$ cat config.mk
export PLATFORM = sky130hd
export DESIGN_NAME = i2c_txn_scheduler
export DESIGN_NICKNAME = d
export VERILOG_FILES = /design/src/rtl/i2c_txn_scheduler.sv
export SDC_FILE = /design/constraint.sdc
export NUM_CORES = 1
export LEC_CHECK = 0
export ABC_CLOCK_PERIOD_IN_PS = 3200
export CAP_MARGIN = 30
export CORE_MARGIN = 2
export CORE_UTILIZATION = 48
export DETAILED_ROUTE_END_ITERATION = 12
export PLACE_DENSITY = 0.92
export SLEW_MARGIN = 10
export SYNTH_ARGS = -nofsm -noshare
export SYNTH_HDL_FRONTEND = slang
export SYNTH_SLANG_ARGS = --single-unit
export TNS_END_PERCENT = 1
$ cat constraint.sdc
create_clock -name sys_clk -period 3.2 [get_ports sys_clk]
set_input_delay 0.8 -clock sys_clk [delete_from_list [all_inputs] [get_ports sys_clk]]
set_output_delay 0.8 -clock sys_clk [all_outputs]
set_load 0.005 [all_outputs]
$ cat src/rtl/i2c_txn_scheduler.sv
// Arbitrates host one-shot commands and periodic ADT7420 temperature polls onto one I2C engine.
// Define I2C_SCHED_POLL_EN to build the poll timer, poll requester and round-robin arbitration.
module i2c_txn_scheduler #(
    parameter logic [31:0] POLL_PERIOD    = 32'd100_000_000,
    parameter logic [6:0]  DEV_ADDR       = 7'h48,
    parameter logic [7:0]  TEMP_REG       = 8'h00,
    parameter logic [23:0] TIMEOUT_CYCLES = 24'd2_000_000
) (
    input  logic        sys_clk,
    input  logic        rst_n,
    input  logic        host_trig,
    input  logic        host_rnw,
    input  logic [7:0]  host_reg,
    input  logic [15:0] host_wdata,
    input  logic [1:0]  host_len,
    output logic        host_busy,
    output logic        host_done,
    output logic        host_err,
    output logic [15:0] host_rdata,
    output logic [15:0] temperature,
    output logic        temp_valid,
    output logic        eng_start,
    output logic        eng_abort,
    output logic        eng_rnw,
    output logic [6:0]  eng_dev_addr,
    output logic [7:0]  eng_reg,
    output logic [15:0] eng_wdata,
    output logic [1:0]  eng_len,
    input  logic        eng_done,
    input  logic        eng_ack_err,
    input  logic [15:0] eng_rdata,
    output logic [7:0]  state
);

    localparam int unsigned DATA_W = 16;
    localparam int unsigned REG_W  = 8;
    localparam int unsigned WDOG_W = 24;

    typedef enum logic [7:0] {
        S_IDLE     = 8'h00,
        S_ARB      = 8'h01,
        S_ISSUE    = 8'h02,
        S_WAIT     = 8'h03,
        S_COMPLETE = 8'h04,
        S_TIMEOUT  = 8'h05
    } state_t;

    typedef struct packed {
        logic              rnw;
        logic [REG_W-1:0]  regaddr;
        logic [DATA_W-1:0] wdata;
        logic [1:0]        len;
    } cmd_t;

    state_t            cur_state, next_state;
    cmd_t              host_cmd, poll_cmd;
    logic              host_trig_q, host_edge;
    logic              host_pending, host_pending_d;
    logic              poll_pending, poll_pending_d, poll_wrap;
    logic              last_poll, owner_host, owner_host_d;
    logic              grant_host, grant_poll;
    logic [WDOG_W-1:0] wdog, wdog_inc;

    assign host_edge = host_trig & ~host_trig_q;
    assign wdog_inc  = wdog + WDOG_W'(1);
    assign state     = cur_state;
    assign poll_cmd  = '{rnw: 1'b1, regaddr: TEMP_REG, wdata: '0, len: 2'd2};

`ifdef I2C_SCHED_POLL_EN
    logic [31:0] poll_cnt;

    // Free-running poll period counter; only reset clears it.
    assign poll_wrap = (poll_cnt == POLL_PERIOD - 32'd1);

    always_ff @(posedge sys_clk or negedge rst_n) begin
        if (!rst_n) poll_cnt <= '0;
        else        poll_cnt <= poll_wrap ? '0 : poll_cnt + 32'd1;
    end
`else
    logic unused_poll;
    assign poll_wrap   = 1'b0;
    assign unused_poll = ^POLL_PERIOD;
`endif

    always_ff @(posedge sys_clk or negedge rst_n) begin
        if (!rst_n) cur_state <= S_IDLE;
        else        cur_state <= next_state;
    end

    // Next state, grant and pending-flag updates; a fresh edge/wrap leaves IDLE straight away.
    always_comb begin
        next_state = cur_state;
        grant_host = 1'b0;
        grant_poll = 1'b0;
        case (cur_state)
            S_IDLE: begin
                if (host_pending || host_edge || poll_pending || poll_wrap) next_state = S_ARB;
            end
            S_ARB: begin
                if (host_pending && (!poll_pending || last_poll)) begin
                    grant_host = 1'b1;
                    next_state = S_ISSUE;
                end else if (poll_pending) begin
                    grant_poll = 1'b1;
                    next_state = S_ISSUE;
                end else begin
                    next_state = S_IDLE;
                end
            end
            S_ISSUE: next_state = S_WAIT;
            S_WAIT: begin
                if (eng_done)                         next_state = S_COMPLETE;
                else if (wdog_inc == TIMEOUT_CYCLES) next_state = S_TIMEOUT;
            end
            S_COMPLETE: next_state = S_IDLE;
            S_TIMEOUT:  next_state = S_IDLE;
            default:    next_state = S_IDLE;
        endcase
        host_pending_d = grant_host ? 1'b0 : (host_edge ? 1'b1 : host_pending);
        poll_pending_d = grant_poll ? 1'b0 : (poll_wrap ? 1'b1 : poll_pending);
        owner_host_d   = grant_host | (owner_host & ~grant_poll);
    end

    always_ff @(posedge sys_clk or negedge rst_n) begin
        if (!rst_n) begin
            host_trig_q  <= 1'b0;
            host_pending <= 1'b0;
            poll_pending <= 1'b0;
            owner_host   <= 1'b0;
            last_poll    <= 1'b1;
            host_cmd     <= '0;
            wdog         <= '0;
            host_busy    <= 1'b0;
            host_done    <= 1'b0;
            host_err     <= 1'b0;
            host_rdata   <= '0;
            temperature  <= '0;
            temp_valid   <= 1'b0;
            eng_start    <= 1'b0;
            eng_abort    <= 1'b0;
            eng_rnw      <= 1'b0;
            eng_dev_addr <= '0;
            eng_reg      <= '0;
            eng_wdata    <= '0;
            eng_len      <= '0;
        end else begin
            host_trig_q  <= host_trig;
            host_pending <= host_pending_d;
            poll_pending <= poll_pending_d;
            owner_host   <= owner_host_d;
            // Capture only accepted requests; an edge seen while pending is dropped.
            if (host_edge && !host_pending) begin
                host_cmd.rnw     <= host_rnw;
                host_cmd.regaddr <= host_reg;
                host_cmd.wdata   <= host_wdata;
                host_cmd.len     <= (host_len == 2'd1) ? 2'd1 : 2'd2;
            end
            if (grant_host || grant_poll) begin
                last_poll    <= grant_poll;
                eng_dev_addr <= DEV_ADDR;
                {eng_rnw, eng_reg, eng_wdata, eng_len} <= grant_host ? host_cmd : poll_cmd;
            end
            eng_start <= grant_host | grant_poll;
            eng_abort <= (next_state == S_TIMEOUT);
            wdog      <= (cur_state == S_WAIT) ? wdog_inc : '0;
            host_done <= owner_host && (next_state == S_COMPLETE || next_state == S_TIMEOUT);
            host_busy <= host_pending_d
                         | (owner_host_d && (next_state == S_ISSUE || next_state == S_WAIT));
            if (owner_host && next_state == S_COMPLETE) begin
                host_err <= eng_ack_err;
                if (eng_rnw) host_rdata <= eng_rdata;
            end
            if (owner_host && next_state == S_TIMEOUT) host_err <= 1'b1;
`ifdef I2C_SCHED_POLL_EN
            if (!owner_host && next_state == S_COMPLETE && !eng_ack_err) begin
                temperature <= eng_rdata;
                temp_valid  <= 1'b1;
            end
`endif
        end
    end

endmodule

After elaboration in Yosys (flattened, before gate mapping)

Cells that the tools add are included.

Word-level logic and storage cells: 60
Bits in registers: 111
Bits of input ports: 48

Mux-type cells: 14
Equality and inequality tests: 9
Reductions and logical operators: 12
Add/subtract/negate cells: 1
Bitwise gates (word level): 4

Operators by type and width:

| cell                                            | number |
|---|---|
| == test 8 x 2 -> 1 bit, second input constant   | 4 |
| one-hot mux 8 bit (4 select lines)              | 1 |
| 2-to-1 mux 27 bit                               | 1 |
| adder 24 x 1 -> 24 bit, second input constant   | 1 |
| == test 24 x 21 -> 1 bit, second input constant | 1 |
| 2-to-1 mux 24 bit                               | 1 |
| 2-to-1 mux 8 bit                                | 3 |
| == test 8 x 3 -> 1 bit, second input constant   | 2 |
| == test 8 x 1 -> 1 bit, second input constant   | 1 |
| zero test 8 bit                                 | 1 |
| 2-to-1 mux 1 bit                                | 6 |
| logical AND 1 bit                               | 5 |
| 2-to-1 mux 2 bit                                | 2 |
| logical OR 1 bit                                | 3 |
| == test 2 x 1 -> 1 bit, second input constant   | 1 |
| bitwise OR 1 bit                                | 2 |
| AND reduction 2 bit                             | 1 |
| nonzero test 2 bit                              | 1 |
| bitwise AND 1 bit                               | 1 |
| zero test 1 bit                                 | 1 |
| inverter 1 bit                                  | 1 |

Logic depth before layout (Yosys ltp)

Word-level depth: 9
Gate-level depth with buffers: 8
Gate-level depth less buffers: 8

Least setup slack after synthesis

Ideal clock, no wire load.

Kind: flip-flop to flip-flop
Start: register wdog[0]
End: register cur_state[1], in the netlist state[1]
Clock period less this slack: 2.276 ns
Arrival: 2.142 ns
Setup time: 0.134 ns
Slack: 0.924 ns
Cell stages (with the launch flop): 9
Buffers on the path: 0
Cell sequence: dfrtp_1 ha_1 nand3_1 or4b_1 o31a_2 a2111oi_4 a41oi_2 o211ai_1 nand2_1

Word-level cells in the longest chain between the ends: 5

Ends and longest elaborated chain:

| item                               | line | source |
|---|---|---|
| start, declared                    | 62   | `logic [WDOG_W-1:0] wdog, wdog_inc;` |
| start signal, assigned             | 165  | `wdog <= (cur_state == S_WAIT) ? wdog_inc : '0;` |
| adder 24 x 1 -> 24 bit             | 65   | `assign wdog_inc = wdog + WDOG_W'(1);` |
| == test 24 x 21 -> 1 bit           | 113  | `else if (wdog_inc == TIMEOUT_CYCLES) next_state = S_TIMEOUT;` |
| 2-to-1 mux 8 bit                   | 113  |  |
| 2-to-1 mux 8 bit                   | 112  | `if (eng_done) next_state = S_COMPLETE;` |
| one-hot mux 8 bit (4 select lines) | 95   | `case (cur_state)` |
| net next_state[1]                  | 55   | `state_t cur_state, next_state;` |
| end signal, assigned               | 87   | `else cur_state <= next_state;` |
| end, declared                      | 55   |  |

The timed path passes the listed nets, and every way through them passes these cells.
A chain may end at the register's enable or synchronous reset.

Final worst setup path

Same ends and word-level chain as after synthesis.

==> flow_metrics.env <==
export IMPL_outcome="complete, no violations"
export IMPL_r2r_setup_slack_ps=560
export IMPL_gp_congestion=0.8577
export IMPL_die_width_um=103.4
export IMPL_hp_class="input port to async pin"
export IMPL_diodes=0
export IMPL_ant_nets=0
export IMPL_layout_worst_path_cycle_share=0.8245
export IMPL_syn_area_um2=4738
export IMPL_max_stage_delay_ps=590
export IMPL_antenna_found_initial=0
export IMPL_synth_edff_count=0
export IMPL_grt_overflow_total=0
export IMPL_synth_distinct_cells=52
export IMPL_p_per_area_nw_per_um2=426.7
export IMPL_leakage_nw=2.715
export IMPL_nets=579
export IMPL_crit_chain="ha_1 -> nand4_1 -> nor4_2 -> nand3_1 -> xor2_1 -> a41oi_2 -> o211ai_1 -> nand2_1"
export IMPL_coreArea_um2=9684
export IMPL_drive_gt1_frac=0.1383
export IMPL_post_synth_inst_count=422
export IMPL_ys_warn_count=17
export IMPL_cts_buffers_inserted=9
export IMPL_start_kind="flip-flop"
export IMPL_grt_max_degree=64
export IMPL_max_freq_mhz=379.0
export IMPL_seqCellArea_um2=2778
export IMPL_largest_reg_flops=27
export IMPL_rsz0062_at_grt="no"
export IMPL_cts_resized=0
export IMPL_syn_to_final_growth_pct=28.18
export IMPL_slew_headroom=0.5553
export IMPL_grt_pass1_wl_mm=16.50
export IMPL_fillCellCount=734
export IMPL_critPathTopFamily="simple AND/OR/NAND/NOR gates"
export IMPL_pin_count=128
export IMPL_cp_slowest_cell="nor4_2"
export IMPL_drc=0
export IMPL_ys_flop_type="dfrtp_1"
export IMPL_total_power_mw=2.592
export IMPL_drt_total_wl_mm=10.21
export IMPL_setup_viol=0
export IMPL_cts_setup_buffers=0
export IMPL_crit_type="flip-flop to flip-flop"
export IMPL_synth_seq_cells=111
export IMPL_cp_required_ps=3450
export IMPL_grt_pass1_vias=3370
export IMPL_wire_per_inst_um=15.28
export IMPL_syn_avg_cell_area_um2=11.23
export IMPL_dr_pass1_iters=4
export IMPL_reg_largest_list="host_cmd (27), wdog (24)"
export IMPL_drv_slew=0
export IMPL_reg2reg_depth=8
export IMPL_fin_skew_ps=12.19
export IMPL_r2r_end="state[1]"
export IMPL_hold_viol=0
export IMPL_start_util=0.4893
export IMPL_cap_viol_max_count=0
export IMPL_cts_max_level=3
export IMPL_place_hpwl_mm=7.218
export IMPL_cp_arrival_ps=2880
export IMPL_final_cell_mix="111 x dfrtp_1, 104 x clkdlybuf4s50_1, 92 x nand2_1"
export IMPL_fin_crit_ps=2638
export IMPL_vias_per_cell=4.999
export IMPL_multi_input_area_um2=1805
export IMPL_die_area_um2=10680
export IMPL_stdcell_count=668
export IMPL_grt_usage=0.1990
export IMPL_r2r_start="wdog[0]"
export IMPL_first_iter_violations=204
export IMPL_vias=3339
export IMPL_numClockSinks=111
export IMPL_fp_dieH_um=103.4
export IMPL_clk_latency_ps=370
export IMPL_worst_pin_slew_ps=665.4
export IMPL_numPortBuffers=105
export IMPL_rows=36
export IMPL_worst_path_buf_inv=0
export IMPL_top_register="host_cmd"
export IMPL_yosysSeqAreaShare=0.5862
export IMPL_cts_tree="done"
export IMPL_path_clk_slew_ps=120
export IMPL_vdd_ir_drop_max_uv=325.0
export IMPL_placed_cells=652
export IMPL_async_flop_share=1.000
export IMPL_cts_root_buf="clkbuf_8"
export IMPL_crit_fanout=6
export IMPL_final_common_cell="dfrtp_1"
export IMPL_hold_buffers=0
export IMPL_tns_ps=0
export IMPL_cts_buffer_depth=2
export IMPL_endpoint_kind="flip-flop"
## worst max-delay path by stage
| stage | slack [ps] | cells past startpoint | startpoint | endpoint |
|---|---|---|---|---|
| floorplan | 920 | 8 | wdog[0] | state[1] |
| global placement | 620 | 5 | eng_done | host_rdata[12] |
| detailed placement | 560 | 5 | eng_done | host_rdata[15] |
| CTS | 600 | 7 | wdog[0] | eng_abort |
| global route | 320 | 7 | wdog[0] | eng_abort |
| finish | 560 | 8 | wdog[0] | state[1] |
## cell type report
type / count / share of cell area
clock buffers: 10 / 0.02266
clock inverters: 6 / 0.01195
inverters: 8 / 0.004944
multi-input cells: 292 / 0.2973
flip-flops and latches: 111 / 0.4574
well taps: 133 / 0.02740
repair buffers: 108 / 0.1784
## metal layers
| layer | vias up | GRT usage | part of all wire | routed length, um |
|---|---|---|---|---|
| met5 | - | 0 | 0 | 0 |
| met4 | 0 | 0.06984 | 0.012 | 124 |
| met3 | 14 | 0.05175 | 0.070 | 718 |
| met2 | 131 | 0.3295 | 0.51 | 5162 |
| met1 | 1625 | 0.2547 | 0.41 | 4203 |
| li1 | 1569 | - | - | - |
## through the flow
step	hold WS, ps	setup WS [ps]	util	area, um2
after floorplan	434.8	923.6	-	4836
after global placement	441.8	618.4	0.6054	5863
after detailed placement	446.8	563.1	0.6054	5863
after CTS	454.3	600.2	0.6271	6073
after global routing	479.1	317.2	0.6271	6073
final	441.4	561.6	0.6271	6073
## cell families after synthesis
kind of cell,share of synthesized area
multiplexers,0.09955
XOR/XNOR,0.04806
adder cells (fa/ha/maj),0.002640
AND/OR/NAND/NOR,0.1735
buffers and inverters,0.05440
flip-flops,0.5862
other,0.0007914
AO/OA/AOI/OAI,0.03486
## Yosys cell counts, types with 2 or more instances
library cell,instances,area share
nor3_1,3,0.0032
nand2_1,92,0.073
xor2_1,14,0.026
or4_1,5,0.0079
and2_1,4,0.0053
mux2_2,41,0.097
nand4_1,8,0.011
xnor2_1,12,0.022
nor2_1,31,0.025
nand2b_1,4,0.0053
clkbuf_1,9,0.0071
nor2b_1,2,0.0026
buf_4,23,0.036
inv_1,7,0.0055
a21oi_1,5,0.0053
nand3b_1,2,0.0032
buf_1,3,0.0024
dfrtp_1,111,0.59
nand3_1,8,0.0085
o21ai_0,4,0.0042
nor4_2,2,0.0053
nor3b_1,2,0.0032
## report_power, final
part	internal, mW	leakage (nW)	total, mW	switching, mW
clock network	0.335	0.107	0.861	0.526
logic	0.128	1.13	0.203	0.0753
registers	1.48	1.47	1.53	0.0442
total	1.95	2.71	2.59	0.646
Note: power is estimated with default switching activity, not from simulation.
